==> src/rtl/mem_stage_nb_pkg.sv <==
// Shared encodings and bus-width helpers for the non-blocking MEM stage.
package mem_stage_nb_pkg;

   // Load width encodings (ld_width field)
   localparam logic [1:0] LD_DWORD = 2'b00;
   localparam logic [1:0] LD_BYTE  = 2'b01;
   localparam logic [1:0] LD_HALF  = 2'b10;
   localparam logic [1:0] LD_WORD  = 2'b11;

   // Unaligned word load kind (ld_lr field)
   localparam logic [1:0] LR_NONE  = 2'b00;
   localparam logic [1:0] LR_LWL   = 2'b01;
   localparam logic [1:0] LR_LWR   = 2'b10;

   typedef enum logic [1:0] {
      ST_EMPTY = 2'd0,
      ST_WAIT  = 2'd1,
      ST_DONE  = 2'd2
   } ms_state_e;

   function automatic int off_w(input int dw);
      return $clog2(dw / 8);
   endfunction

   // {req_sent,ex,res_from_mem,gr_we,dest,ld_width,ld_sign,ld_lr,ld_off,alu_res,pc}
   function automatic int es2ms_w(input int dw);
      return 46 + off_w(dw) + dw;
   endfunction

   // {byte_we,dest,result,pc}
   function automatic int ms2ws_w(input int dw);
      return dw / 8 + 5 + dw + 32;
   endfunction

endpackage

==> src/rtl/mem_stage_nb_load_align.sv <==
// Combinational load data alignment: extracts and extends the addressed
// byte/half/word/dword, and shifts LWL/LWR data with matching byte enables.
module load_align
   import mem_stage_nb_pkg::*;
#(
   parameter int DATA_W = 32
) (
   input  logic [DATA_W-1:0]          rdata,
   input  logic [1:0]                 width,
   input  logic                       sign,
   input  logic [1:0]                 lr,
   input  logic [$clog2(DATA_W/8)-1:0] off,
   output logic [DATA_W-1:0]          result,
   output logic [DATA_W/8-1:0]        byte_we
);

   localparam int OFF_W = $clog2(DATA_W / 8);
   localparam int NB    = DATA_W / 8;

   logic        word_idx;
   logic [1:0]  lo;
   logic [7:0]  byte_v;
   logic [15:0] half_v;
   logic [31:0] word_v;
   logic [31:0] lr_v;
   logic [3:0]  lr_we;

   // On a 64-bit path the top offset bit picks the word; 32-bit has only one
   assign word_idx = (DATA_W == 64) ? off[OFF_W-1] : 1'b0;
   assign lo       = off[1:0];
   assign byte_v   = 8'(rdata >> {off, 3'b000});
   assign half_v   = 16'(rdata >> {off[OFF_W-1:1], 4'b0000});
   assign word_v   = 32'(rdata >> {word_idx, 5'b00000});

   // Select, shift and extend the loaded value; LWL/LWR only write part of the word
   always_comb begin
      result  = '0;
      byte_we = '1;
      lr_v    = word_v;
      lr_we   = 4'b1111;
      case (lr)
         LR_LWL: begin
            lr_v  = word_v << {~lo, 3'b000};
            lr_we = 4'b1111 << ~lo;
         end
         LR_LWR: begin
            lr_v  = word_v >> {lo, 3'b000};
            lr_we = 4'b1111 >> lo;
         end
         default: ;
      endcase
      if (lr != LR_NONE) begin
         if (sign) result = DATA_W'($signed(lr_v));
         else      result = DATA_W'(lr_v);
         byte_we = NB'(lr_we);
      end else begin
         case (width)
            LD_BYTE: begin
               if (sign) result = DATA_W'($signed(byte_v));
               else      result = DATA_W'(byte_v);
            end
            LD_HALF: begin
               if (sign) result = DATA_W'($signed(half_v));
               else      result = DATA_W'(half_v);
            end
            LD_WORD: begin
               if (sign) result = DATA_W'($signed(word_v));
               else      result = DATA_W'(word_v);
            end
            LD_DWORD: result = rdata;
            default:  result = rdata;
         endcase
      end
   end

endmodule

==> src/rtl/mem_stage_nb.sv <==
// MEM pipeline stage for a non-blocking data bus: holds one instruction,
// waits for the in-order load/store response, buffers it while WB stalls,
// and drops responses that belong to loads killed by a flush.
module mem_stage_nb
   import mem_stage_nb_pkg::*;
#(
   parameter int DATA_W  = 32,
   parameter int MAX_OUT = 2
) (
   input  logic                          clk,
   input  logic                          resetn,
   input  logic                          es_to_ms_valid,
   input  logic [es2ms_w(DATA_W)-1:0]    es_to_ms_bus,
   output logic                          ms_allowin,
   input  logic                          data_ok,
   input  logic [DATA_W-1:0]             rdata,
   input  logic                          flush,
   input  logic                          ws_allowin,
   output logic                          ms_to_ws_valid,
   output logic [ms2ws_w(DATA_W)-1:0]    ms_to_ws_bus,
   output logic                          ms_ex,
   output logic                          ms_fwd_we,
   output logic                          ms_fwd_ready,
   output logic [5+DATA_W-1:0]           ms_fwd_bus
);

   localparam int OFF_W   = off_w(DATA_W);
   localparam int NB      = DATA_W / 8;
   localparam int CNT_W   = $clog2(MAX_OUT + 1);
   localparam int ES_W    = es2ms_w(DATA_W);
   localparam int P_ALU   = 32;
   localparam int P_OFF   = P_ALU + DATA_W;
   localparam int P_LR    = P_OFF + OFF_W;
   localparam int P_SIGN  = P_LR + 2;
   localparam int P_WIDTH = P_SIGN + 1;
   localparam int P_DEST  = P_WIDTH + 2;
   localparam int P_GRWE  = P_DEST + 5;
   localparam int P_RFM   = P_GRWE + 1;
   localparam int P_EX    = P_RFM + 1;
   localparam int P_REQ   = P_EX + 1;

   ms_state_e          state_q, state_d;
   logic [CNT_W-1:0]   disc_cnt_q, disc_cnt_d;
   logic               buf_vld_q, buf_vld_d;
   logic [DATA_W-1:0]  buf_data_q, buf_data_d;
   // req_sent is only needed on the accept cycle, so it is not held
   logic [ES_W-2:0]    es_bus_q, es_bus_d;

   logic               ready_go, accept, disc_inc, disc_dec;
   logic [DATA_W-1:0]  ld_data, align_res, result;
   logic [NB-1:0]      align_we, byte_we;
   logic [31:0]        pc;
   logic [DATA_W-1:0]  alu_res;
   logic [OFF_W-1:0]   ld_off;
   logic [1:0]         ld_lr, ld_width;
   logic [4:0]         dest;
   logic               ld_sign, gr_we, res_from_mem, ex;

   assign pc           = es_bus_q[31:0];
   assign alu_res      = es_bus_q[P_ALU +: DATA_W];
   assign ld_off       = es_bus_q[P_OFF +: OFF_W];
   assign ld_lr        = es_bus_q[P_LR +: 2];
   assign ld_sign      = es_bus_q[P_SIGN];
   assign ld_width     = es_bus_q[P_WIDTH +: 2];
   assign dest         = es_bus_q[P_DEST +: 5];
   assign gr_we        = es_bus_q[P_GRWE];
   assign res_from_mem = es_bus_q[P_RFM];
   assign ex           = es_bus_q[P_EX];

   // A response only completes the held instruction once every discarded one has drained
   assign ready_go   = (state_q == ST_DONE) ||
                       (state_q == ST_WAIT && data_ok && disc_cnt_q == '0);
   assign ms_allowin = (state_q == ST_EMPTY) || (ready_go && ws_allowin);
   assign accept     = es_to_ms_valid && ms_allowin && !flush;

   // A flushed WAIT still owes a response unless that response arrives this very cycle
   assign disc_inc = flush && (state_q == ST_WAIT) && !(data_ok && disc_cnt_q == '0);
   assign disc_dec = data_ok && (disc_cnt_q != '0);

   assign ld_data = buf_vld_q ? buf_data_q : rdata;

   load_align #(.DATA_W(DATA_W)) u_align (
      .rdata   (ld_data),
      .width   (ld_width),
      .sign    (ld_sign),
      .lr      (ld_lr),
      .off     (ld_off),
      .result  (align_res),
      .byte_we (align_we)
   );

   assign result  = res_from_mem ? align_res : alu_res;
   assign byte_we = gr_we ? (res_from_mem ? align_we : '1) : '0;

   assign ms_to_ws_valid = ready_go && !flush;
   assign ms_to_ws_bus   = {byte_we, dest, result, pc};
   assign ms_ex          = (state_q != ST_EMPTY) && ex;
   assign ms_fwd_we      = (state_q != ST_EMPTY) && gr_we;
   assign ms_fwd_ready   = ready_go;
   assign ms_fwd_bus     = {dest, result};

   // Next-state: FSM, discard counter, stall buffer and instruction register
   always_comb begin
      state_d    = state_q;
      disc_cnt_d = disc_cnt_q;
      buf_vld_d  = buf_vld_q;
      buf_data_d = buf_data_q;
      es_bus_d   = es_bus_q;
      if (disc_inc && !disc_dec) disc_cnt_d = disc_cnt_q + CNT_W'(1);
      else if (disc_dec && !disc_inc) disc_cnt_d = disc_cnt_q - CNT_W'(1);
      if (flush) begin
         state_d   = ST_EMPTY;
         buf_vld_d = 1'b0;
      end else begin
         if (ready_go && ws_allowin) begin
            state_d   = ST_EMPTY;
            buf_vld_d = 1'b0;
         end else if (state_q == ST_WAIT && ready_go) begin
            state_d    = ST_DONE;
            buf_vld_d  = 1'b1;
            buf_data_d = rdata;
         end
         if (accept) begin
            es_bus_d = es_to_ms_bus[ES_W-2:0];
            state_d  = es_to_ms_bus[P_REQ] ? ST_WAIT : ST_DONE;
         end
      end
   end

   // Control state with synchronous active-low reset
   always_ff @(posedge clk) begin
      if (!resetn) begin
         state_q    <= ST_EMPTY;
         disc_cnt_q <= '0;
         buf_vld_q  <= 1'b0;
      end else begin
         state_q    <= state_d;
         disc_cnt_q <= disc_cnt_d;
         buf_vld_q  <= buf_vld_d;
      end
   end

   // Data registers are qualified by control state and need no reset
   always_ff @(posedge clk) begin
      es_bus_q   <= es_bus_d;
      buf_data_q <= buf_data_d;
   end

   // The bus never has more than MAX_OUT requests in flight to discard
   always_ff @(posedge clk) begin
      if (resetn) begin
         assert (!(disc_inc && !disc_dec && disc_cnt_q == CNT_W'(MAX_OUT)));
      end
   end

endmodule
==> config.mk <==
export PLATFORM = sky130hd
export DESIGN_NAME = mem_stage_nb
export DESIGN_NICKNAME = d
export VERILOG_FILES = /design/src/rtl/mem_stage_nb_pkg.sv /design/src/rtl/mem_stage_nb_load_align.sv /design/src/rtl/mem_stage_nb.sv
export SDC_FILE = /design/constraint.sdc
export NUM_CORES = 1
export LEC_CHECK = 0
export ABC_AREA = 1
export BUFFER_PORTS_ARGS = -buffer_cell sky130_fd_sc_hd__buf_2
export CORE_MARGIN = 1
export CORE_UTILIZATION = 45
export CTS_CLUSTER_SIZE = 8
export DETAILED_ROUTE_END_ITERATION = 7
export PLACE_DENSITY = 0.72
export SYNTH_ARGS = -nofsm -noshare
export SYNTH_HDL_FRONTEND = slang
export SYNTH_SLANG_ARGS = --single-unit
==> constraint.sdc <==
create_clock -name clk -period 12.07 [get_ports clk]
set_clock_uncertainty 0.05 [all_clocks]
set_input_delay 2.414 -clock clk [delete_from_list [all_inputs] [get_ports clk]]
set_output_delay 2.414 -clock clk [all_outputs]
set_load 0.02 [all_outputs]
==> impl_metrics.tcl <==
set metrics [dict create \
    status "completed" \
    clock_latency_ps 420 \
    grt_pass1_wl_microns 31780 \
    viasPerCell 5.288 \
    io_buffers 232 \
    final.period_utilization_pct 54.49 \
    wirelength_microns 20490 \
    hpwl_microns 14930 \
    whs_ps 440.2 \
    rsz0062_at_grt "no" \
    peakVddDrop_v 0.0001672 \
    synth-seq-cells 116 \
    synthDistinctLibCells 29 \
    syn_area_per_cell_sq_um 7.907 \
    cts_resized 0 \
    final_layout_size_suffix_gt1_share_pct 26.36 \
    setup_viol 0 \
    coreArea_sq_um 15260 \
    area_growth_pct 18.93 \
    grt_pass1_vias 6367 \
    worstHoldPathCells 1 \
    diodes 0 \
    crit_arrival_ps 4110 \
    grt-ovfl-total 0 \
    fmax_mhz 152.1 \
    post-cts-setup-buffers 0 \
    clk_pin_slew_worst_paths_ps 60 \
    num_io_pins 233 \
    fp-row-count 45 \
    slowest_stage "nand2_1" \
    drc 0 \
    drt-pass1-iter-count 6 \
    maxCapViolCount 0 \
    drt_iter0_markers 609 \
    cp_slowest_stage_delay_ps 400 \
    cp_top_family "simple AND/OR/NAND/NOR gates" \
    layout_common_cells "nand2_1, buf_2, nand3_1" \
    p_leak_nw 3.928 \
    cts_buffers 17 \
    hold_viol_final 0 \
    cp.required_ps 9610 \
    ant_nets 0 \
    syn_inst 893 \
    grtUsageTotal_pct 26.08 \
    slew_viol_final 0 \
    crit_path_start "rdata[23]" \
    die_h_microns 127.3 \
    ff_latch_area_sq_um 3433 \
    r2r_cells 6 \
    ys_seq_area_share_pct 48.63 \
    start_util_pct 46.27 \
    clock_path_buffers 2 \
    die_x_microns 127.3 \
    dieArea_sq_um 16200 \
    cts_tree "built" \
    startpoint_type "primary input" \
    root_buffer "clkbuf_16" \
    crit_buf_inv 2 \
    via_count 6652 \
    p_per_area_nw_per_um2 140.3 \
    r2r-start "disc_cnt_q[0]$_SDFFE_PN0P_" \
    clock-sinks 116 \
    n_fill_cell 1489 \
    maxSlewHeadroom_pct 17.39 \
    crit_type "primary input to output port" \
    final_common_cell "nand2_1" \
    grt_max_degree 81 \
    fin_total_pwr_mw 1.178 \
    nets 1157 \
    gp_congestion 0.9201 \
    synthesis.nets 1016 \
    tns_ps 0 \
    critPathMaxFanout 17 \
    crit_path_end_kind "output port" \
    min_period_ps 6577 \
    crit_cells 10 \
    ys_warn_count 0 \
    crit_chain "buf_2, nand2_1, nand3_1, nand3_1, nand2_1, nand3_2, nand2_1, o21ai_1, nand2_1, buf_2" \
    hp-start "disc_cnt_q[1]$_SDFFE_PN0P_" \
    htreeDepth 4 \
    syn_area_sq_um 7061 \
    tightest_slew_ps 1237 \
    fin_util_pct 55.03 \
    cpMostUsedCell "nand2_1" \
    antenna_found_initial 0 \
    hp-class "flop to flop" \
    hold_buffers 0 \
    wl_per_cell_microns 16.28 \
    multi_input_area_sq_um 2775 \
]
[worst reg2reg max path, stage by stage, from the launching register on]
cell and delay, ps:
dfxtp_1 350, nor2_2 140, nand4_1 190, o21ai_1 180, nand2_1 190, a21oi_4 150, buf_4 740
[kinds of logic (layout without fill, tap and decap cells)]
family / Yosys count / after routing / share of synthesized area (%)
simple gates: 528 / 528 / 31.05
buf+inv: 147 / 301 / 12.25
flops: 116 / 116 / 48.63
compound gates: 97 / 97 / 7.195
fa+ha+maj: 5 / 5 / 0.8861
[stage by stage]
step | setup WS, ps | instance area [sq um] | cells
final | 5493 | 8397 | 1258
after global routing | 5267 | 8397 | 1258
after CTS | 5500 | 8397 | 1258
after detailed placement | 5499 | 7787 | 1226
after global placement | 5558 | 7787 | 1226
after floorplan | 5972 | 7061 | 893
[registers in the layout, indices dropped and copies added, names as in the netlist]
name and count:
buf_vld_q 1, es_bus_q 79, disc_cnt_q 2, buf_data_q 32, state_q 2
[per-layer routing]
metal | vias to the layer above | wire [microns] | GRT usage (%)
met5 | - | 0 | 0
met4 | 0 | 922 | 15.06
met3 | 60 | 1423 | 7.077
met2 | 328 | 9960 | 44.10
met1 | 3059 | 8180 | 29.76
li1 | 3205 | - | -
[area by class of cell]
class                           instances  share of cell area (%)
Multi-Input combinational cell        630                   33.05
Tap cell                              211                   3.144
Timing Repair Buffer                  236                   14.19
Clock buffer                           19                   5.156
Clock inverter                         13                   2.101
Inverter                               33                   1.475
Sequential cell                       116                   40.89
[synth_stat cells (all sizes together)]
cell type | n | area [sq um]
nand2 | 348 | 1311
nand3 | 149 | 750.7
edfxtp | 111 | 3333
buf | 95 | 669.4
a21oi | 66 | 334.1
inv | 31 | 116.4
nor2 | 26 | 100.1
o21ai | 24 | 123.9
clkbuf | 19 | 71.32
dfxtp | 5 | 100.1
ha | 5 | 62.56
a31oi | 3 | 18.77
clkinv | 2 | 7.510
nor3 | 2 | 10.01
o211ai | 2 | 15.01
a21o | 1 | 7.510
a22o | 1 | 8.760
nand3b | 1 | 7.510
nand4 | 1 | 6.260
or2 | 1 | 6.260
[power breakdown]
group | internal [mW] | switching (mW)
combinational | 0.0622 | 0.133
sequential | 0.458 | 0.00745
clock | 0.328 | 0.190
total | 0.848 | 0.330
[final timing paths]
path | endpoint | slack, ps
worst min-delay path | disc_cnt_q[1]$_SDFFE_PN0P_ | 440
worst min register to register | disc_cnt_q[1]$_SDFFE_PN0P_ | 440
worst max-delay path | ms_fwd_bus[28] | 5490
worst max register to register | es_bus_q[46]$_DFFE_PP_ | 9590
(Power assumes the default switching activity.)
